<file path="src/rtl/muldiv_unit.sv">
`default_nettype none
// ============================================================================
// Module      : muldiv_unit
// Description : Iterative multiply/divide unit with architectural HI/LO
//               registers. Executes MULT, MULTU, DIV, DIVU (one shift-add or
//               restoring-subtract step per cycle on operand magnitudes) and
//               MTHI/MTLO. Holds busy while an operation is in flight.
// Revision    : 1.0 - initial release
// ============================================================================
module muldiv_unit #(
    parameter int WIDTH = 32
) (
    input  logic             clk,
    input  logic             reset,
    input  logic             start,
    input  logic [2:0]       op,
    input  logic [WIDTH-1:0] srca,
    input  logic [WIDTH-1:0] srcb,
    output logic             busy,
    output logic             done,
    output logic [WIDTH-1:0] hi,
    output logic [WIDTH-1:0] lo
);

    localparam int         c_CNT_W   = (WIDTH > 1) ? $clog2(WIDTH) : 1;
    localparam logic [1:0] c_S_IDLE  = 2'd0;
    localparam logic [1:0] c_S_RUN   = 2'd1;
    localparam logic [1:0] c_S_FIX   = 2'd2;
    localparam logic [2:0] c_OP_MTHI = 3'b100;
    localparam logic [2:0] c_OP_MTLO = 3'b101;

    logic [1:0]         r_state;
    logic [1:0]         w_state_next;
    logic [c_CNT_W-1:0] r_cnt;
    logic               r_last;      // all WIDTH steps done; next edge writes HI/LO
    logic               r_is_div;
    logic               r_neg_q;     // negate product / quotient
    logic               r_neg_r;     // negate remainder (sign of dividend)
    logic               r_dz;        // divide by zero
    logic [WIDTH-1:0]   r_srca;      // raw dividend, returned in HI on divide by zero
    logic [WIDTH-1:0]   r_b;         // multiplicand / divisor magnitude
    logic [WIDTH-1:0]   r_acc_hi;    // partial product high / partial remainder
    logic [WIDTH-1:0]   r_acc_lo;    // multiplier bits / dividend shifting into quotient
    logic [WIDTH-1:0]   r_hi;
    logic [WIDTH-1:0]   r_lo;

    logic               w_idle;
    logic               w_accept_md;
    logic               w_mthi;
    logic               w_mtlo;
    logic               w_finish;
    logic               w_sa;
    logic               w_sb;
    logic [WIDTH-1:0]   w_mag_a;
    logic [WIDTH-1:0]   w_mag_b;
    logic [WIDTH:0]     w_sum;
    logic [WIDTH:0]     w_t;
    logic               w_ge;
    logic [WIDTH-1:0]   w_diff;
    logic [2*WIDTH-1:0] w_prod;
    logic [2*WIDTH-1:0] w_prod_fix;
    logic [WIDTH-1:0]   w_quo_fix;
    logic [WIDTH-1:0]   w_rem_fix;
    logic [WIDTH-1:0]   w_res_hi;
    logic [WIDTH-1:0]   w_res_lo;

    assign w_idle      = (r_state == c_S_IDLE);
    assign w_accept_md = w_idle && start && !op[2];
    assign w_mthi      = w_idle && start && (op == c_OP_MTHI);
    assign w_mtlo      = w_idle && start && (op == c_OP_MTLO);
    assign w_finish    = (r_state == c_S_RUN) && r_last;

    // Signed ops (op[0]==0) run on magnitudes; signs are re-applied at the end.
    assign w_sa    = !op[0] && srca[WIDTH-1];
    assign w_sb    = !op[0] && srcb[WIDTH-1];
    assign w_mag_a = w_sa ? (-srca) : srca;
    assign w_mag_b = w_sb ? (-srcb) : srcb;

    // Multiply step: conditionally add multiplicand, then shift {acc_hi,acc_lo} right.
    assign w_sum = {1'b0, r_acc_hi} + (r_acc_lo[0] ? {1'b0, r_b} : {(WIDTH+1){1'b0}});

    // Restoring divide step: shift next dividend bit into the remainder, try subtract.
    assign w_t    = {r_acc_hi, r_acc_lo[WIDTH-1]};
    assign w_ge   = (w_t >= {1'b0, r_b});
    assign w_diff = w_t[WIDTH-1:0] - r_b;

    // Final sign correction and special-case selection.
    assign w_prod     = {r_acc_hi, r_acc_lo};
    assign w_prod_fix = r_neg_q ? (-w_prod) : w_prod;
    assign w_quo_fix  = r_neg_q ? (-r_acc_lo) : r_acc_lo;
    assign w_rem_fix  = r_neg_r ? (-r_acc_hi) : r_acc_hi;

    // Result mux written into HI/LO on the finishing edge.
    always_comb begin
        w_res_hi = w_prod_fix[2*WIDTH-1:WIDTH];
        w_res_lo = w_prod_fix[WIDTH-1:0];
        if (r_is_div) begin
            if (r_dz) begin
                w_res_hi = r_srca;
                w_res_lo = '1;
            end else begin
                w_res_hi = w_rem_fix;
                w_res_lo = w_quo_fix;
            end
        end
    end

    // FSM state register.
    always_ff @(posedge clk or negedge reset) begin
        if (!reset) begin
            r_state <= c_S_IDLE;
        end else begin
            r_state <= w_state_next;
        end
    end

    // FSM next-state logic: RUN covers the WIDTH steps plus the finishing edge.
    always_comb begin
        w_state_next = r_state;
        case (r_state)
            c_S_IDLE: if (w_accept_md) w_state_next = c_S_RUN;
            c_S_RUN:  if (r_last)      w_state_next = c_S_FIX;
            c_S_FIX:                   w_state_next = c_S_IDLE;
            default:                   w_state_next = c_S_IDLE;
        endcase
    end

    // Datapath: operand capture, iteration, HI/LO update.
    always_ff @(posedge clk or negedge reset) begin
        if (!reset) begin
            r_cnt    <= '0;
            r_last   <= 1'b0;
            r_is_div <= 1'b0;
            r_neg_q  <= 1'b0;
            r_neg_r  <= 1'b0;
            r_dz     <= 1'b0;
            r_srca   <= '0;
            r_b      <= '0;
            r_acc_hi <= '0;
            r_acc_lo <= '0;
            r_hi     <= '0;
            r_lo     <= '0;
        end else begin
            if (w_accept_md) begin
                r_cnt    <= c_CNT_W'(WIDTH - 1);
                r_last   <= 1'b0;
                r_is_div <= op[1];
                r_neg_q  <= w_sa ^ w_sb;
                r_neg_r  <= w_sa;
                r_dz     <= op[1] && (srcb == '0);
                r_srca   <= srca;
                r_b      <= w_mag_b;
                r_acc_hi <= '0;
                r_acc_lo <= w_mag_a;
            end else if (w_finish) begin
                r_last <= 1'b0;
                r_hi   <= w_res_hi;
                r_lo   <= w_res_lo;
            end else if (r_state == c_S_RUN) begin
                if (r_is_div) begin
                    r_acc_hi <= w_ge ? w_diff : w_t[WIDTH-1:0];
                    r_acc_lo <= {r_acc_lo[WIDTH-2:0], w_ge};
                end else begin
                    r_acc_hi <= w_sum[WIDTH:1];
                    r_acc_lo <= {w_sum[0], r_acc_lo[WIDTH-1:1]};
                end
                if (r_cnt == '0) begin
                    r_last <= 1'b1;
                end else begin
                    r_cnt <= r_cnt - 1'b1;
                end
            end

            if (w_mthi) r_hi <= srca;
            if (w_mtlo) r_lo <= srca;
        end
    end

    assign busy = (r_state == c_S_RUN);
    assign done = (r_state == c_S_FIX);
    assign hi   = r_hi;
    assign lo   = r_lo;

endmodule
`default_nettype wire

</file>
<file path="config.mk">
export PLATFORM = sky130hd
export DESIGN_NAME = muldiv_unit
export DESIGN_NICKNAME = d
export VERILOG_FILES = /design/src/rtl/muldiv_unit.sv
export SDC_FILE = /design/constraint.sdc
export NUM_CORES = 1
export LEC_CHECK = 0
export CAP_MARGIN = 20
export CELL_PAD_IN_SITES_DETAIL_PLACEMENT = 0
export CELL_PAD_IN_SITES_GLOBAL_PLACEMENT = 1
export CORE_ASPECT_RATIO = 2
export CORE_MARGIN = 2
export CORE_UTILIZATION = 30
export CTS_CLUSTER_SIZE = 12
export DETAILED_ROUTE_END_ITERATION = 7
export PLACE_DENSITY = 0.55
export SLEW_MARGIN = 20
export SYNTH_ARGS = -nofsm -noshare
export SYNTH_HDL_FRONTEND = slang
export SYNTH_SLANG_ARGS = --single-unit
export TNS_END_PERCENT = 10
</file>
<file path="constraint.sdc">
create_clock -name clk -period 4.18 [get_ports clk]
set_clock_uncertainty 0.15 [all_clocks]
set_input_delay 0.836 -clock clk [delete_from_list [all_inputs] [get_ports clk]]
set_output_delay 0.836 -clock clk [all_outputs]
set_load 0.005 [all_outputs]
</file>
==> results by group, run 1 <==
Synth
  – Post-synth EDFFs: 0
  – Seq/Total Area, Yosys: around a third
  – Seq cells post-synth: just over 200
  – Ys async rst share: 100%
  – Top FF cell, synth: dfrtp_1
  – Area contributors post-synth: dfrtp_1, nand2_1, o21ai_0
  – Area leader, netlist: dfrtp_1
  – Post-synth top area share: 31.6%
  – Most common cell in the netlist: nand2_1
  – Yosys cell types: 77
  – Cells after Synth: 2,079
  – Syn nets: ~2,200
  – Yosys Warn Count: 0
  – Mapped cell area: about 0.016 mm2
  – Syn_area_per_cell: ~8 um2
  – Synth top cells by count: nand2_1, o21ai_0, dfrtp_1

Timing
  – Fin worst setup slack: around 0.062 ns
  – Achievable clock frequency: 243 MHz
  – Final hold vios: 0
  – Setup-failing EPs final: 0
  – Fin. max-slew vios: 0
  – Slew HR: between 15 and 20%
  – Final setup TNS: 0 ns
  – Worst slew pin tran: approximately 1.2 ns
  – Crit path time final: between 4 and 5 ns
  – Worst hold slack: 0.131 ns
  – Fin crit share: 98.5%

Floorplanning
  – # IOs: between 100 and 150
  – Std-Cell Core Area: approximately 0.053 mm2
  – Initial Util: a little under a third
  – Die height: ~330 um
  – Core Rows: 120
  – Die width: approximately 170 um
  – Die Area: 0.0559 mm2

Final layout
  – Proportion of layout cells with a drive suffix above 1: about a tenth
  – Ant diodes: 0
  – Finished Cell Area: slightly below 0.02 mm2
  – Final nets: 2,377
  – Non-filler cells, final: between 2,000 and 3,000
  – Fill count: around 5,600
  – Area grow syn2layout: 22.8%

Placement
  – I/O Buffers: roughly 140
  – Placed Cells: 2,880
  – Setup WS pre-CTS: -0.155 ns
  – Final Wtd Congestion: between 0.8 and 0.9
  – Placed instance area: between 0.015 and 0.02 mm2
  – Detailed Place HPWL: approximately 51,000 um

Clock tree
  – Maximum root-to-sink buffer count: 3
  – Clock root cell: clkbuf_16
  – Clock Latency Late Sink: roughly 0.56 ns
  – Clock Pin Slew Worst Setup and Hold Paths: roughly 0.070 ns
  – CTS Sinks: 204
  – H-tree lvl count: 1
  – CTS tree: yes
  – Hold_buf cts: 0
  – TritonCTS Buffers: 24

Worst setup path
  – WP data required: between 4 and 5 ns
  – CP arrival: about 4.4 ns
  – CP Launch Type: register
  – Worst-path maximum fanout: 8
  – CP endpoint kind: register
  – Critical path class: register to register
  – Worst r2r path cells: 16

Hold path
  – Worst hold path class: primary input to async pin

GRT
  – Grt met2 use: 46.6%
  – Gr busiest metal: met2
  – Met3 Track Usage GR: approximately 1.9%
  – First-pass GRT wire length: 99,800 um
  – Initial antenna violation count: 0
  – Total GRT Usage: a little under a quarter
  – Pin count of the biggest net entering global routing: 96
  – Vias in the first global route: roughly 17,000
  – Met1 Track Usage GR: about a quarter
  – Total gr overflow: 0

Route
  – Drt drc: 0
  – Initial detailed-routing violation count: about 1,000
  – WL/cell: approximately 22 um
  – Via count: 15,900
  – WL final: ~66,000 um
  – Antenna-violating nets left: 0
  – Via density: between 5 and 6
  – Drt pass-1 iters: 5

Power
  – PwrDens: about 910 mW/mm2
  – Leak: approximately 0.0083 uW
  – Peak supply drop: roughly 0.38 mV

Run status
  – Status: complete, no violations

Run
  – Maxcap violations: 0
==> what timing repair did <==
item,CTS,global route
setup endpoints to repair,0,7
gates resized for setup,0,3
buffers inserted,0,0
==> registers in the layout, summed over array words and instances, names as in the netlist <==
| name | flops |
|---|---|
| r_cnt | 5 |
| r_state | 2 |
| r_is_div | 1 |
| r_dz | 1 |
| r_last | 1 |
| lo | 32 |
| r_acc_lo | 32 |
| r_neg_r | 1 |
| r_neg_q | 1 |
| r_acc_hi | 32 |
| r_srca | 32 |
| hi | 32 |
| r_b | 32 |
==> power by group <==
group | switching [uW] | internal [uW]
Clock | 956 | 1340
Sequential | 1230 | 2970
Combinational | 6390 | 5110
Total | 8570 | 9420
==> cell usage in the layout (no fill, tap or decap), drive strengths merged, types with 7 or more instances in the layout <==
cell             n
ha              70
nor3            35
xor2            77
o41ai           12
nand2          329
o31ai           22
or2             12
clkdlybuf4s50  134
nand2b          23
and3            10
o21a            10
a22oi           14
nor2b           13
o221ai           7
buf            149
and2             8
nor2           140
o22ai           39
dfrtp          204
o21ai          247
nand3           41
a31oi           16
or4             24
nor4            12
nand4           18
clkbuf          35
or3             20
a21o            32
a211o           10
xnor2          108
a222oi          10
mux2i           42
o211ai          46
a21oi          130
inv             70
a221oi           7
a211oi          14
==> kinds of logic after synthesis <==
family	synth area share (%)
compound gates	25.0
xor+xnor	10.0
fa+ha+maj	5.66
buf+inv	5.29
flops	31.6
mux	2.81
simple gates	19.7
==> through the flow <==
stage               util (%)  power, uW
finish                  37.2      18000
global route            37.2      19500
CTS                     37.1      18100
detailed placement      35.6      15700
global placement        35.6      15600
floorplan                  -      11400
==> worst max-delay path: stages, from the launching register on <==
cell	delay [ns]
dfrtp_1	0.38
buf_4	0.14
inv_1	0.12
buf_12	0.14
buf_4	0.16
nor2_1	0.06
ha_1	0.36
nand3_1	0.17
o31ai_1	0.58
a21oi_1	0.26
o41ai_2	0.54
buf_4	0.19
buf_4	0.14
nand3_1	0.10
o21ai_0	0.25
xnor2_1	0.16
o21ai_0	0.09
==> path summary, 6_finish.rpt <==
path	start	to	slack, ns
max in group asynchronous	reset	r_neg_q	2.77
max reg2reg	r_acc_lo[0]	r_acc_hi[26]	0.06
min reg2reg	r_b[28]	r_b[28]	0.33
max	r_acc_lo[0]	r_acc_hi[26]	0.06
min	reset	r_b[5]	0.13
min in group clk	r_b[28]	r_b[28]	0.33
==> area by class of cell <==
| class | count | area [um2] | area share, % |
|---|---|---|---|
| clock inverters | 7 | 95.1 | 0.479 |
| well taps | 671 | 840 | 4.23 |
| repair buffers | 283 | 2550 | 12.9 |
| flip-flops and latches | 204 | 5110 | 25.7 |
| multi-input cells | 1650 | 10300 | 51.7 |
| clock buffers | 35 | 733 | 3.69 |
| inverters | 72 | 270 | 1.36 |
==> routing by layer <==
layer / up-vias / part of all wire [%]
met3: 119 / 2.8
met4: 0 / 4.5
met5: - / 0
met1: 7685 / 37
li1: 7726 / -
met2: 364 / 56
No activity file was read; power rests on OpenSTA's default activity.
==> run 2: changes to the inputs <==
--- a/config.mk
+++ b/config.mk
@@ -10,11 +10,10 @@
 export CELL_PAD_IN_SITES_GLOBAL_PLACEMENT = 1
 export CORE_ASPECT_RATIO = 2
 export CORE_MARGIN = 2
-export CORE_UTILIZATION = 30
+export CORE_UTILIZATION = 44
 export CTS_CLUSTER_SIZE = 12
 export DETAILED_ROUTE_END_ITERATION = 7
-export PLACE_DENSITY = 0.55
-export SLEW_MARGIN = 20
+export PLACE_DENSITY = 0.77
 export SYNTH_ARGS = -nofsm -noshare
 export SYNTH_HDL_FRONTEND = slang
 export SYNTH_SLANG_ARGS = --single-unit
==> run 2 against run 1 <==
Effect of this change:
- utilization rose by 15 points
- sequential share of layout area grew 0.93 points
- non-clock buffer count fell by 33
- sequential power about the same
- largest power group unchanged
- total power decreased by 4.5%
- via count increased by 0.32%
- highest routed layer unchanged
- critical path type unchanged
- die area shrank 31%
- cell count shrank 8.8%
- wire length fell by 13%
- fmax increased by 4.9%
==> results by group, run 2 (same netlist as run 1, synthesis figures left out) <==
Route
  – Antenna-violating nets left: 0 (unchanged)
  – Via count: 15,900 (+0.32%)
  – Drt drc: 0 (unchanged)
  – WL final: 56,900 um (-13%)
  – WL met2: 31,100 um (-15%)
  – WL/cell: 21.3 um (-5.1%)
  – Drt pass-1 iters: 8 (+3)
  – DRT met1 WL: 20,800 um (-14%)
  – Highest metal used: met4
  – Via density: 5.98 (+10%)
  – Met3 Wirelength: 2030 um (+9.1%)
  – Initial detailed-routing violation count: 1,204 (+20%)

Placement
  – Placed Cells: 2,630 (-8.7%)
  – Placed instance area: 0.0185 mm2 (-2.9%)
  – Detailed Place HPWL: 43,200 um (-15%)
  – Final Wtd Congestion: 1.03 (+17%)
  – Setup WS pre-CTS: -0.143 ns (+0.0117 ns)
  – I/O Buffers: 135 (unchanged)

Power
  – Leak: 0.00805 uW (-2.8%)
  – Peak supply drop: 0.417 mV (+9.5%)
  – PwrDens: 896 mW/mm2 (-1.0%)
  – Power Total: 17,200 uW (-4.5%)

Run status
  – Status: complete, no violations

Worst setup path
  – Worst-path maximum fanout: 8 (unchanged)
  – Worst r2r path cells: 13 (-3)
  – RR Endpoint: r_acc_hi[24]
  – Reg-to-reg slack, setup: 0.25 ns (+0.19 ns)
  – Crit-path cells: inv_1, buf_4, nor2_1, ha_1, nand3_1, o31ai_1, a21oi_1, o41ai_1, buf_4, and3_1, a31oi_1, xnor2_1, a221o_1
  – Peak per-stage delay on the critical path: 0.52 ns (-0.06 ns)
  – Top delay family on crit path: compound AO/OA/AOI/OAI gates
  – CP Launch Type: register
  – WP data required: 4.45 ns (about the same)
  – R2r startpoint: r_acc_lo[0]
  – CP arrival: 4.19 ns (-0.20 ns)
  – Critical path class: register to register
  – Most Frequent Cell on Critical Path: buf_4
  – Critical path's slowest cell: o31ai_1
  – Crit path buf inv count: 3 (-3)
  – CP endpoint kind: register

Floorplanning
  – Die Area: 0.0384 mm2 (-31%)
  – # IOs: 136 (unchanged)
  – Initial Util: 44.4% (+14 points)
  – Std-Cell Core Area: 0.0364 mm2 (-32%)
  – Core Rows: 99 (-18%)
  – Die height: 275 um (-17%)
  – Die width: 140 um (-17%)

Timing
  – Setup-failing EPs final: 0 (unchanged)
  – Slew HR: 26.6% (+10 points)
  – Achievable clock frequency: 255 MHz (+4.9%)
  – Final hold vios: 0 (unchanged)
  – Worst hold slack: 0.164 ns (+0.0331 ns)
  – Fin worst setup slack: 0.254 ns (+0.192 ns)
  – Fin crit share: 93.9% (-4.6 points)
  – Crit path time final: 3.93 ns (-0.192 ns)
  – Worst slew pin tran: 1.10 ns (-0.150 ns)
  – RSZ-0062 raised after global routing: no
  – Fin. max-slew vios: 0 (unchanged)

Clock tree
  – Maximum root-to-sink buffer count: 3 (unchanged)
  – Clock Latency Late Sink: 0.54 ns (-0.02 ns)
  – CTS tree: yes
  – Clock root cell: clkbuf_16
  – TritonCTS Buffers: 22 (-8.3%)
  – Clock Pin Slew Worst Setup and Hold Paths: 0.06 ns (about the same)
  – H-tree lvl count: 1 (unchanged)
  – Post-CTS setup buffers: 0 (unchanged)
  – CTS Sinks: 204 (unchanged)
  – Hold_buf cts: 0 (unchanged)

Final layout
  – Ant diodes: 0 (unchanged)
  – Proportion of layout cells with a drive suffix above 1: 8.68% (-1.6 points)
  – Final nets: 2,342 (-1.5%)
  – Commonest non-fill, non-tap cell in the layout: nand2_1
  – Non-filler cells, final: 2,666 (-8.8%)
  – Commonest non-fill, non-tap cells in the layout: nand2_1, o21ai_0, dfrtp_1, nor2_1, clkdlybuf4s50_1
  – Finished Cell Area: 0.0192 mm2 (-3.5%)
  – Area grow syn2layout: 18.5%

GRT
  – Vias in the first global route: 16,000 (-3.8%)
  – First-pass GRT wire length: 88,800 um (-11%)
  – Initial antenna violation count: 0 (unchanged)
  – Total GRT Usage: 29.1% (+5.9 points)
  – Pin count of the biggest net entering global routing: 84 (-13%)
  – Total gr overflow: 0 (unchanged)

Run
  – Maxcap violations: 0 (unchanged)

Hold path
  – Worst hold path class: primary input to async pin
==> run 2: layout make-up <==
type,count,area [um2]
repair buffers,250,2280
flip-flops and latches,204,5110
clock inverters,3,15.0
multi-input cells,1650,10300
inverters,72,270
well taps,454,568
clock buffers,33,673
fillers,3626,17200
==> run 2: worst reg2reg max path, cell delays in order (launching register included) <==
cell and delay, ns:
dfrtp_1 0.42, inv_1 0.31, buf_4 0.24, nor2_1 0.06, ha_1 0.39, nand3_1 0.15, o31ai_1 0.52, a21oi_1 0.18
o41ai_1 0.43, buf_4 0.22, and3_1 0.18, a31oi_1 0.10, xnor2_1 0.15, a221o_1 0.32
==> run 2: metrics by stage <==
step | utilization, % | TNS, ns
2_1_floorplan | - | 0
3_3_place_gp | 50.7 | -0.361
3_5_place_dp | 50.7 | -0.274
4_1_cts | 52.6 | 0
5_1_grt | 52.7 | 0
6_report | 52.7 | 0
==> run 2: report_power, final <==
part / total [uW] / internal [uW] / switching (uW)
Sequential: 4210 / 2970 / 1240
Combinational: 11000 / 4930 / 6090
Clock: 1960 / 1100 / 854
==> run 2: routing by layer <==
metal  up-vias  global-route usage [%]
met5         -                       0
met4         0                    14.6
met3       151                    2.19
met2       505                    57.1
met1      7634                    31.0
li1       7655                       -
==> run 2: worst max path at each step <==
stage | from | to | slack [ns] | cells after the start
after floorplan | r_acc_lo[0] | r_acc_hi[24] | 0.43 | 13
after global placement | srca[4] | r_acc_lo[27] | -0.18 | 13
after detailed placement | srca[4] | r_acc_lo[27] | -0.14 | 13
after CTS | r_acc_lo[31] | r_acc_hi[22] | 0.21 | 15
after global routing | r_acc_lo[0] | r_acc_hi[24] | 0.04 | 13
final | r_acc_lo[0] | r_acc_hi[24] | 0.25 | 13
==> run 2: timing repair <==
action,CTS,global route
hold endpoints to repair,0,0
endpoints found under the setup margin,0,3
gates resized for setup,0,3
==> RTL change, RTL diff (flow settings as in run 1) <==
Put a register stage on the outputs `busy` and `done`, with the module's reset. The values now appear one clock later. The other outputs are not delayed to match.
--- a/src/rtl/muldiv_unit.sv
+++ b/src/rtl/muldiv_unit.sv
@@ -176,8 +176,15 @@
         end
     end
 
-    assign busy = (r_state == c_S_RUN);
-    assign done = (r_state == c_S_FIX);
+    always_ff @(posedge clk or negedge reset) begin
+        if (!reset) begin
+            busy <= '0;
+            done <= '0;
+        end else begin
+            busy <= (r_state == c_S_RUN);
+            done <= (r_state == c_S_FIX);
+        end
+    end
     assign hi   = r_hi;
     assign lo   = r_lo;
 
Function: changed (a bounded check fails within 4 cycles, from zero or initial values and one cycle with reset low).
==> RTL change against run 1 <==
- non-clock buffer count fell by 17
- die area grew 2.4%
- worst hold slack better by 0.029 ns
- maximum frequency is 8.4% higher
- via count rose by 1.3%
- total power rose by 2.0%
- sequential share of layout area increased by 0.13 points
- synthesized area increased by 2.4%
- worst setup slack improved by 0.32 ns
- wire length increased by 3.4%
- first-iteration DRC count decreased by 4.9%
- design area rose by 0.47%
- sequential cell count up 2
==> RTL change: results (changes against run 1) <==
clk_lat worst skew - 0.57 ns
NumNets Final - 2388 (was 2377)
GR Util All Layers - 23.65% (was 23.20%)
Leak Pwr - 0.008339 uW (was 0.008283 uW)
syn_nets - 2252 (was 2221)
Slew HR - 40.50% (was 16.60%)
first-pass GRT wire length - 102.1 mm (was 99.77 mm)
CP Max Fanout - 6 (was 8)
Max Buffers Root-to-Sink - 3 (unchanged)
Largest delay share family, worst path - simple AND/OR/NAND/NOR gates (was compound AO/OA/AOI/OAI gates)
Slowest-stage cell, CP - or3b_2 (was o31ai_1)
DP Wirelength - 52.84 mm (was 50.53 mm)
DR iter-0 viols - 958 (was 1007)
largest net degree at the start of global routing - 97 (was 96)
register area share after synthesis - 31.11% (was 31.55%)
Avg WL per Cell - 23.14 um (was 22.48 um)
TritonCTS buffer count - 23 (was 24)
Vias/cell - 5.482 (was 5.439)
commonest cells in the netlist - nand2_1 (307), o21ai_0 (227), dfrtp_1 (206), nor2_1 (156), a21oi_1 (148) (was nand2_1 (329), o21ai_0 (236), dfrtp_1 (204), nor2_1 (140), clkbuf_1 (133))
outcome - finished clean (unchanged)
# rows - 121 (was 120)
Netlist cell types - 80 (was 77)
Placement Setup Slack - 0.02613 ns (was -0.1546 ns)
number of global-route vias before repair - 16.24k (was 16.66k)
root buffer cell - clkbuf_16 (unchanged)
Reg2Reg Depth - 11 (was 16)
share of cells above drive strength 1 - 9.690% (was 10.26%)
largest cells by area after synthesis - dfrtp_1 (31%), xnor2_1 (7.4%), nand2_1 (7.0%) (was dfrtp_1 (32%), nand2_1 (7.6%), o21ai_0 (7.3%))
RePlAce Congestion - 0.9426 (was 0.8826)
slowest stage delay, CP - 0.52 ns (was 0.58 ns)
Worst VDD drop - 0.0003105 V (was 0.0003810 V)
## RTL change: cell families (layout without fill, tap and decap cells)
| logic type | count (synthesis) | in the layout | synth area share [%] |
|---|---|---|---|
| muxes | 64 | 64 | 4.009 |
| adders and majority gates | 72 | 72 | 5.527 |
| xor gates and xnor gates | 184 | 184 | 9.724 |
| and+or+nand+nor | 673 | 673 | 18.82 |
| DFF | 206 | 206 | 31.11 |
| AOI/OAI and AO/OA | 685 | 685 | 25.52 |
| buffers and inverters | 226 | 376 | 5.293 |
## RTL change: layout make-up
type                       count  area, sq um
fill                        5780        34540
sequential                   206         5160
multi-input combinational   1678        10580
clock inverter                 8        46.29
tap                          676        845.8
clock buffer                  31        635.6
inverter                      71        266.5
timing repair buffer         266         2427
## RTL change: power by group
| part | switching [uW] | internal [uW] | total, uW |
|---|---|---|---|
| combinational | 6950 | 5420 | 12400 |
| clock | 944 | 1060 | 2010 |
| sequential | 952 | 3010 | 3960 |
## RTL change: worst paths after layout
kind	end	slack, ns	from
min in group clk	done	0.32	r_state[0]
max in group asynchronous	lo[6]	2.78	reset
worst max-delay path	hi[14]	0.38	r_acc_lo[0]
worst min-delay path	r_b[3]	0.16	reset
worst max register to register	hi[14]	0.38	r_acc_lo[0]
worst min register to register	done	0.32	r_state[0]
## RTL change: through the flow
step,util [%],cells,power [uW]
floorplan,-,2110,11840
global placement,35.37,2897,16290
detailed placement,35.37,2897,16360
CTS,36.63,2936,18470
global route,36.63,2936,19850
finish,36.63,2936,18340
## RTL change: layer usage
layer	share of wire [%]	global-route usage (%)	routed length, um	up-vias
li1	-	-	-	7818
met1	36	24.25	24570	7785
met2	55	47.15	37630	376
met3	3.0	1.542	2016	115
met4	5.5	11.84	3714	0
met5	0	0	0	-
## RTL change: worst register-to-register path: stages, from the launching register on
cell and delay (ns):
dfrtp_1 0.39, inv_1 0.13, ha_1 0.17, or3b_2 0.52
nor4_1 0.45, buf_4 0.24, nand4_1 0.16, or2_1 0.42
o41ai_1 0.46, o21ai_0 0.12, o21ai_0 0.37, o21ai_1 0.10
